File: src/rtl/fan_ctrl_pkg.sv
// Shared types and defaults for the fan control step sequencer.
// The oversampling option in the top is controlled by FAN_SEQ_OVERSAMPLE_EN.
package fan_ctrl_pkg;

  typedef enum logic [2:0] {
    IDLE,
    ADC_REQ,
    ADC_WAIT,
    PID_REQ,
    PID_WAIT,
    UPDATE
  } fan_state_t;

  localparam int TICK_PERIOD_DEF  = 200000;
  localparam int ADC_TIMEOUT_DEF  = 255;
  localparam int PWM_MIN_DUTY_DEF = 3;

  // Width of a counter that holds 0 .. period-1.
  function automatic int tick_cnt_w(input int period);
    return (period > 1) ? $clog2(period) : 1;
  endfunction

endpackage

File: src/rtl/fan_ctrl_tick_gen.sv
// Free-running period counter; tick_o is high for the last count of each period.
module fan_ctrl_tick_gen
  import fan_ctrl_pkg::*;
#(
  parameter int TICK_PERIOD = TICK_PERIOD_DEF
) (
  input  logic clk_i,
  input  logic rst_i,
  output logic tick_o
);

  localparam int CNT_W = tick_cnt_w(TICK_PERIOD);
  localparam logic [CNT_W-1:0] LAST = CNT_W'(TICK_PERIOD - 1);

  logic [CNT_W-1:0] count;

  // Count 0 .. TICK_PERIOD-1 and wrap, independent of sequencer activity.
  always_ff @(posedge clk_i) begin
    if (rst_i) begin
      count <= '0;
    end else if (count == LAST) begin
      count <= '0;
    end else begin
      count <= count + 1'b1;
    end
  end

  assign tick_o = (count == LAST);

endmodule

File: src/rtl/fan_ctrl_sequencer.sv
// One control step per tick: ADC conversion, PID iteration, duty update.
// Define FAN_SEQ_OVERSAMPLE_EN to average four conversions per step.
module fan_ctrl_sequencer
  import fan_ctrl_pkg::*;
#(
  parameter int ADC_BITWIDTH = 4,
  parameter int TICK_PERIOD  = TICK_PERIOD_DEF,
  parameter int ADC_TIMEOUT  = ADC_TIMEOUT_DEF,
  parameter int PWM_MIN_DUTY = PWM_MIN_DUTY_DEF
) (
  input  logic                    clk_i,
  input  logic                    rst_i,
  input  logic                    enable_i,
  input  logic [ADC_BITWIDTH-1:0] set_i,
  output logic                    adc_start_o,
  input  logic                    adc_done_i,
  input  logic [ADC_BITWIDTH-1:0] adc_data_i,
  output logic                    pid_start_o,
  input  logic                    pid_busy_i,
  input  logic [ADC_BITWIDTH:0]   pid_result_i,
  output logic [ADC_BITWIDTH-1:0] adc_sample_o,
  output logic [ADC_BITWIDTH-1:0] set_sample_o,
  output logic [ADC_BITWIDTH-1:0] duty_o,
  output logic                    duty_valid_o,
  output logic                    timeout_o
);

  localparam int WAIT_W = $clog2(ADC_TIMEOUT + 1);
  localparam logic [WAIT_W-1:0] WAIT_LAST = WAIT_W'(ADC_TIMEOUT - 1);
  localparam logic [ADC_BITWIDTH-1:0] MIN_DUTY = ADC_BITWIDTH'(PWM_MIN_DUTY);
  localparam logic signed [ADC_BITWIDTH:0] MIN_R = (ADC_BITWIDTH + 1)'(PWM_MIN_DUTY);

  // Non-positive results switch the fan off; small positive ones are lifted
  // to the minimum duty the fan can actually spin at.
  function automatic logic [ADC_BITWIDTH-1:0] map_duty(input logic signed [ADC_BITWIDTH:0] r);
    if (r[ADC_BITWIDTH] || (r == '0)) begin
      map_duty = '0;
    end else if (r < MIN_R) begin
      map_duty = MIN_DUTY;
    end else begin
      map_duty = r[ADC_BITWIDTH-1:0];
    end
  endfunction

  fan_state_t state, state_next;
  logic              tick;
  logic [WAIT_W-1:0] wait_cnt;
  logic              pid_first;
  logic              latch_set;
  logic              adc_accept;
  logic              set_timeout;
  logic              last_conv;
  logic [ADC_BITWIDTH-1:0] sample_value;

  fan_ctrl_tick_gen #(
    .TICK_PERIOD(TICK_PERIOD)
  ) u_tick_gen (
    .clk_i (clk_i),
    .rst_i (rst_i),
    .tick_o(tick)
  );

`ifdef FAN_SEQ_OVERSAMPLE_EN
  logic [ADC_BITWIDTH+1:0] acc;
  logic [ADC_BITWIDTH+1:0] acc_sum;
  logic [1:0]              conv_cnt;

  assign acc_sum      = acc + {2'b00, adc_data_i};
  assign last_conv    = (conv_cnt == 2'd3);
  assign sample_value = acc_sum[ADC_BITWIDTH+1:2];

  // Accumulate the four conversions of a step; cleared when a step starts.
  always_ff @(posedge clk_i) begin
    if (rst_i) begin
      conv_cnt <= '0;
    end else if (latch_set) begin
      conv_cnt <= '0;
    end else if (adc_accept) begin
      conv_cnt <= conv_cnt + 1'b1;
    end
    if (latch_set) begin
      acc <= '0;
    end else if (adc_accept) begin
      acc <= acc_sum;
    end
  end
`else
  assign last_conv    = 1'b1;
  assign sample_value = adc_data_i;
`endif

  // State register.
  always_ff @(posedge clk_i) begin
    if (rst_i) begin
      state <= IDLE;
    end else begin
      state <= state_next;
    end
  end

  // Next-state logic and single-cycle handshake strobes.
  always_comb begin
    state_next  = state;
    adc_start_o = 1'b0;
    pid_start_o = 1'b0;
    latch_set   = 1'b0;
    adc_accept  = 1'b0;
    set_timeout = 1'b0;
    case (state)
      IDLE: begin
        if (tick && enable_i) begin
          latch_set  = 1'b1;
          state_next = ADC_REQ;
        end
      end
      ADC_REQ: begin
        adc_start_o = 1'b1;
        state_next  = ADC_WAIT;
      end
      ADC_WAIT: begin
        if (adc_done_i) begin
          adc_accept = 1'b1;
          state_next = last_conv ? PID_REQ : ADC_REQ;
        end else if (wait_cnt == WAIT_LAST) begin
          set_timeout = 1'b1;
          state_next  = IDLE;
        end
      end
      PID_REQ: begin
        pid_start_o = 1'b1;
        state_next  = PID_WAIT;
      end
      PID_WAIT: begin
        // busy may lag start by a cycle, so the first cycle is not trusted
        if (!pid_first && !pid_busy_i) begin
          state_next = UPDATE;
        end
      end
      UPDATE: begin
        state_next = IDLE;
      end
      default: begin
        state_next = IDLE;
      end
    endcase
  end

  // Count cycles spent waiting for the current conversion.
  always_ff @(posedge clk_i) begin
    if (state == ADC_REQ) begin
      wait_cnt <= '0;
    end else if (state == ADC_WAIT) begin
      wait_cnt <= wait_cnt + 1'b1;
    end
  end

  // Flag the first PID_WAIT cycle.
  always_ff @(posedge clk_i) begin
    if (rst_i) begin
      pid_first <= 1'b0;
    end else begin
      pid_first <= (state == PID_REQ);
    end
  end

  // Output registers: samples, duty command, valid pulse and sticky timeout.
  always_ff @(posedge clk_i) begin
    if (rst_i) begin
      set_sample_o <= '0;
      adc_sample_o <= '0;
      duty_o       <= '0;
      duty_valid_o <= 1'b0;
      timeout_o    <= 1'b0;
    end else begin
      duty_valid_o <= (state == UPDATE);
      if (latch_set) begin
        set_sample_o <= set_i;
      end
      if (adc_accept && last_conv) begin
        adc_sample_o <= sample_value;
      end
      if (set_timeout) begin
        timeout_o <= 1'b1;
      end
      if (state == UPDATE) begin
        duty_o <= map_duty(pid_result_i);
      end
    end
  end

endmodule

File: config.mk
export PLATFORM = sky130hd
export DESIGN_NAME = fan_ctrl_sequencer
export DESIGN_NICKNAME = d
export VERILOG_FILES = /design/src/rtl/fan_ctrl_pkg.sv /design/src/rtl/fan_ctrl_tick_gen.sv /design/src/rtl/fan_ctrl_sequencer.sv
export SDC_FILE = /design/constraint.sdc
export NUM_CORES = 1
export LEC_CHECK = 0
export ABC_AREA = 0
export CORE_MARGIN = 8
export CORE_UTILIZATION = 30
export DETAILED_ROUTE_END_ITERATION = 8
export GPL_TIMING_DRIVEN = 1
export HOLD_SLACK_MARGIN = 0.06
export SYNTH_ARGS = -nofsm -noshare
export SYNTH_HDL_FRONTEND = slang
export SYNTH_HIERARCHICAL = 1
export SYNTH_SLANG_ARGS = --single-unit
File: constraint.sdc
create_clock -name clk_i -period 2.2 [get_ports clk_i]
set_input_delay 0.44 -clock clk_i [delete_from_list [all_inputs] [get_ports clk_i]]
set_output_delay 0.44 -clock clk_i [all_outputs]
set_load 0.05 [all_outputs]
==> flow_summary.yaml, run 1 <==
run_status:
  outcome: "completed"
final_layout:
  final_nets: 279
  seq_area_um2: 881
  drive_gt1_share_pct: 10.4
  final_cell_mix: "dfxtp_1, clkdlybuf4s50_1, nor2_1"
  fin_util_pct: 39.5
  diodes: 0
  layout_commonest_cell: "dfxtp_1"
  area_delta_synth_final_pct: 27.1
  n_fill_cell: 640
  multi_input_area_mm2: 0.00102
global_routing:
  grt_pass1_wl_mm: 7.09
  grt-ovfl-total: 0
  grt_max_degree: 19
  antenna_found_initial: 0
  first_global_vias: 1538
  track_usage_pct: 8.66
yosys:
  synth.mux.area_fraction_pct: 2.52
  async_reset_ff_share_pct: 0
  syn_nets: 245
  synth-seq-cells: 44
  synthCells: 224
  synthTopCellsByArea: "dfxtp_1, nor2_1, xor2_1"
  synth_xor_area_share_pct: 7.06
  synth_simple_gate_area_share_pct: 30.2
  netlist_area_mm2: 0.00199
  avgSynthCellArea_um2: 8.86
  ys_seq_area_share_pct: 44.4
  synth_top_family_by_area: "simple AND/OR/NAND/NOR gates"
  yosysTopAreaCell: "dfxtp_1"
  ys_warn_count: 6
  synthDistinctLibCells: 43
  synth_edf_count: 0
  yosys.area_share.adder_pct: 1.89
  netlist.area_leader.share_pct: 44.4
  synth_compound_area_share_pct: 9.96
  synthFlopType: "dfxtp_1"
timing:
  tightest_slew_ns: 0.514
  hold_ws_ns: 0.458
  relSlewSlack_pct: 65.6
  fin_crit_sh_pct: 93.3
  fmax_mhz: 487
  hold_viol_final: 0
  setup_ws_ns: 0.147
  drv_slew: 0
  rsz0062_at_grt: "false"
  fin_skew_ns: 0.0120
  final.min_clock_period_ns: 2.05
  finalSetupViolCount: 0
  fin_setup_tns_ns: 0
place:
  port_buffers: 33
  hpwl_mm: 3.07
  post-place-ws_ns: 0.369
  routabilityCongestion: 0.791
pwr:
  powerDensity_mw_per_mm2: 614
  p_total_uw: 1550
  p_leak_uw: 0.000841
  vdd_drop_max_v: 0.000298
worst_setup_path:
  cp-end-kind: "output port"
  crit_path_start_kind: "flip-flop"
  critical_path_required_ns: 1.76
  arrival_ns: 1.61
  crit_type: "reg2out"
  worstPathMaxFanout: 13
clock_network:
  clk_pin_slew_worst_paths_ns: 0.09
  cts_setup_buffers: 0
  clockBufferDepth: 2
  cts_inserted_buffers: 5
  cts_root_buf: "clkbuf_8"
  htree_levels: 2
  tritoncts: "built"
  clock_sinks: 44
  clock_latency_ns: 0.29
routing:
  antenna_left: 0
  dr.pass1.iters: 4
  wl_per_cell_um: 12.5
  routed_wl_mm: 4.19
  drt_iter0_drc: 56
  vias: 1628
  wl_met1_mm: 2.13
  met3_length_um: 206
  wl_met2_mm: 1.84
  drc: 0
  vias_per_cell: 4.85
  top_layer_used: "met4"
floorplan:
  fp.dieW_um: 97.4
  fp.dieH_um: 97.4
  ios: 34
  initial_core_util_pct: 31.1
  dieArea_mm2: 0.00948
  core_area_mm2: 0.00639
  rows: 29
job:
  cap_viol_max_count: 0
worst_hold_path:
  hp-class: "reg2reg"
[worst max-delay path, cell delays in order, from the launching register on]
cell and delay, ns:
dfxtp_1 0.43, or3b_2 0.56, clkinvlp_4 0.18, buf_12 0.15
[registers in the layout, summed over array words and instances (netlist names)]
signal / count
wait_cnt: 8
adc_sample_o: 4
duty_o: 4
set_sample_o: 4
u_tick_gen/count: 18
duty_valid_o: 1
timeout_o: 1
pid_first: 1
state: 3
[path summary, 6_finish.rpt]
| check | startpoint | cells after the start | slack [ns] | end |
|---|---|---|---|---|
| worst max-delay path | state[2] | 3 | 0.15 | adc_start_o |
| worst max register to register | u_tick_gen/count[2] | 6 | 0.34 | state[0] |
| worst min-delay path | timeout_o | 2 | 0.46 | timeout_o |
| worst min register to register | timeout_o | 2 | 0.46 | timeout_o |
[layout make-up]
class | instances | share of cell area (%)
Clock buffer | 5 | 2.73
Clock inverter | 3 | 1.69
Inverter | 7 | 1.19
Multi-Input combinational cell | 163 | 40.6
Sequential cell | 44 | 34.9
Tap cell | 77 | 3.82
Timing Repair Buffer | 37 | 15.1
[cell usage after synthesis (all sizes together) (2+ instances only)]
library cell and instances:
nor3 2, a211oi 2, or2 3, nand3 14, o21ai 11, inv 7, nand4 11, and2 2
clkbuf 5, nor3b 4, mux2i 5, or3b 4, a21oi 16, and4 3, o31ai 3, dfxtp 44
nand2 17, xnor2 5, or3 4, nor2 26, nand3b 2, nor4 5, buf 5, xor2 11
ha 3
[per-layer routing]
metal	up-vias	track usage (%)
met3	2	2.99
met1	734	11.1
met2	34	13.8
met4	0	1.40
met5	-	0
li1	858	-
[cells by family after synthesis]
group	after synthesis
AO/OA/AOI/OAI	33
XOR/XNOR	16
adder cells (fa/ha/maj)	3
buffers and inverters	17
flip-flops	44
multiplexers	5
AND/OR/NAND/NOR	106
[metrics by stage]
| step | cell area [um^2] | cells |
|---|---|---|
| 5_1_grt | 2520 | 336 |
| 4_1_cts | 2520 | 336 |
| 3_5_place_dp | 2410 | 328 |
| 6_report | 2520 | 336 |
| 3_3_place_gp | 2410 | 328 |
| 2_1_floorplan | 1990 | 224 |
[report_power, final]
part	internal [uW]	total, uW	switching, uW
Sequential	815	837	22.8
Clock	336	619	283
Combinational	52.2	94.2	42.0
Total	1200	1550	347
[repair_timing]
item                                    CTS  global route
hold buffers                              0             0
resized for setup                         0             1
endpoints found under the setup margin    0             1
(Power assumes the default switching activity.)
==> run 2, diff against run 1 <==
--- a/config.mk
+++ b/config.mk
@@ -7,10 +7,11 @@
 export LEC_CHECK = 0
 export ABC_AREA = 0
 export CORE_MARGIN = 8
-export CORE_UTILIZATION = 30
+export CORE_UTILIZATION = 44
 export DETAILED_ROUTE_END_ITERATION = 8
 export GPL_TIMING_DRIVEN = 1
 export HOLD_SLACK_MARGIN = 0.06
+export PLACE_DENSITY = 0.68
 export SYNTH_ARGS = -nofsm -noshare
 export SYNTH_HDL_FRONTEND = slang
 export SYNTH_HIERARCHICAL = 1
==> flow_summary.yaml, run 2 (same netlist as run 1, synthesis figures left out) <==
run_status:
  outcome: "completed"
timing:
  fin_crit_sh_pct: 96.3
  fin_skew_ns: 0.00826
  finalSetupViolCount: 0
  drv_slew: 0
  hold_viol_final: 0
  hold_ws_ns: 0.446
  relSlewSlack_pct: 65.2
  final.min_clock_period_ns: 2.12
  fin_setup_tns_ns: 0
  rsz0062_at_grt: "false"
  tightest_slew_ns: 0.521
  fmax_mhz: 472
  setup_ws_ns: 0.0819
worst_setup_path:
  critical_path_buf_inv_count: 2
  r2r-end: "set_sample_o[1]"
  cp-end-kind: "output port"
  crit_path_start_kind: "flip-flop"
  slowest_stage: "or3b_2"
  cp_top_family: "simple AND/OR/NAND/NOR gates"
  critical_path_required_ns: 1.76
  crit_type: "reg2out"
  worstPathMaxFanout: 13
  path_cells: "or3b_2, inv_1, buf_12"
  r2r_start: "u_tick_gen/count[7]"
  rr_worst_depth: 6
  arrival_ns: 1.68
  r2r_setup_slack_ns: 0.42
  max_stage_delay_ns: 0.54
pwr:
  p_total_uw: 1460
  power_frac_seq_pct: 57.4
  switchingPower_uw: 311
  p_comb_share_pct: 6.4
  power.internal_uw: 1150
  p_clk_share_pct: 36.2
  vdd_drop_max_v: 0.000381
  powerDensity_mw_per_mm2: 586
  swShare_pct: 21.3
  p_leak_uw: 0.000858
place:
  port_buffers: 33
  hpwl_mm: 3.22
  post-place-ws_ns: 0.402
  routabilityCongestion: 0.841
worst_hold_path:
  hold_end: "timeout_o"
  hp-class: "reg2reg"
  hp-start: "timeout_o"
  holdPathStages: 2
final_layout:
  area_delta_synth_final_pct: 25.3
  final_cell_mix: "dfxtp_1, clkdlybuf4s50_1, nor2_1"
  largest_reg_flops: 18
  diodes: 0
  reg_top3: "u_tick_gen/count (18), wait_cnt (8)"
  final_nets: 281
  drive_gt1_share_pct: 10.4
  layout_commonest_cell: "dfxtp_1"
  largest_register: "u_tick_gen/count"
routing:
  vias: 1634
  dr.pass1.iters: 4
  routed_wl_mm: 4.27
  drt_iter0_drc: 83
  vias_per_cell: 5.24
  wl_per_cell_um: 13.7
  antenna_left: 0
  drc: 0
floorplan:
  fp.dieW_um: 83.2
  initial_core_util_pct: 45.6
  rows: 24
  fp.dieH_um: 83.2
  dieArea_mm2: 0.00692
  core_area_mm2: 0.00435
  ios: 34
clock_network:
  tritoncts: "built"
  cts-hold-fix-buffers: 0
  htree_levels: 2
  clock_sinks: 44
  cts_root_buf: "clkbuf_8"
  clockBufferDepth: 2
  cts_setup_buffers: 0
  ctsResizeCount: 0
  clock_latency_ns: 0.29
  clk_pin_slew_worst_paths_ns: 0.08
  cts_inserted_buffers: 5
global_routing:
  grt_pass1_wl_mm: 7.25
  first_global_vias: 1609
  grt_max_degree: 19
  grt-ovfl-total: 0
  antenna_found_initial: 0
  track_usage_pct: 12.3
job:
  cap_viol_max_count: 0
[run 2: changes by cell type in the layout (fill, tap and decap cells not counted)]
cell / previous run / this run
bufinv_16: 1 / 0
clkinv_2: 1 / 0
clkbuf_8: 5 / 7
inv_1: 6 / 7
clkinvlp_4: 2 / 0
buf_4: 4 / 6
[run 2: layout make-up]
cell class	instances	area, um^2
repair buffers	39	395
clock buffers	7	96.3
well taps	52	65.1
multi-input cells	163	1020
inverters	7	26.3
fillers	404	1870
flip-flops and latches	44	881
[run 2: power by group through the flow]
stage / logic (uW) / clock network [uW] / registers, uW
after floorplan: 49.1 / 0 / 850
after global placement: 93.8 / 0 / 855
after detailed placement: 93.7 / 0 / 855
after CTS: 94.7 / 548 / 836
after global routing: 107 / 586 / 840
final: 93.6 / 528 / 837
[run 2: routing by layer]
| layer | vias up | wire (um) | part of all wire (%) | global-route usage [%] |
|---|---|---|---|---|
| li1 | 860 | - | - | - |
| met1 | 743 | 1920 | 45 | 13.8 |
| met2 | 23 | 2140 | 50 | 21.3 |
| met3 | 8 | 135 | 3.2 | 3.03 |
| met4 | 0 | 76 | 1.8 | 5.59 |
| met5 | - | 0 | 0 | 0 |
[run 2: tightest hold or removal path, stage by stage, from the launching register on]
cell,delay [ns]
dfxtp_1,0.31
inv_1,0.05
a21oi_1,0.04
[run 2: worst max-delay path by stage]
| stage | startpoint | end | slack [ns] | cells after the start |
|---|---|---|---|---|
| detailed placement | state[2] | adc_start_o | 0.40 | 3 |
| CTS | state[2] | adc_start_o | 0.05 | 3 |
| global placement | state[2] | adc_start_o | 0.42 | 3 |
| finish | state[2] | adc_start_o | 0.08 | 3 |
| floorplan | state[0] | adc_start_o | 0.28 | 3 |
| global route | state[2] | adc_start_o | 0.01 | 3 |
[run 2: per-stage QoR]
stage | util, % | std cells | instance area [um^2]
finish | 57.2 | 312 | 2490
floorplan | - | 224 | 1990
global placement | 54.9 | 305 | 2390
CTS | 57.2 | 312 | 2490
detailed placement | 54.9 | 305 | 2390
global route | 57.2 | 312 | 2490
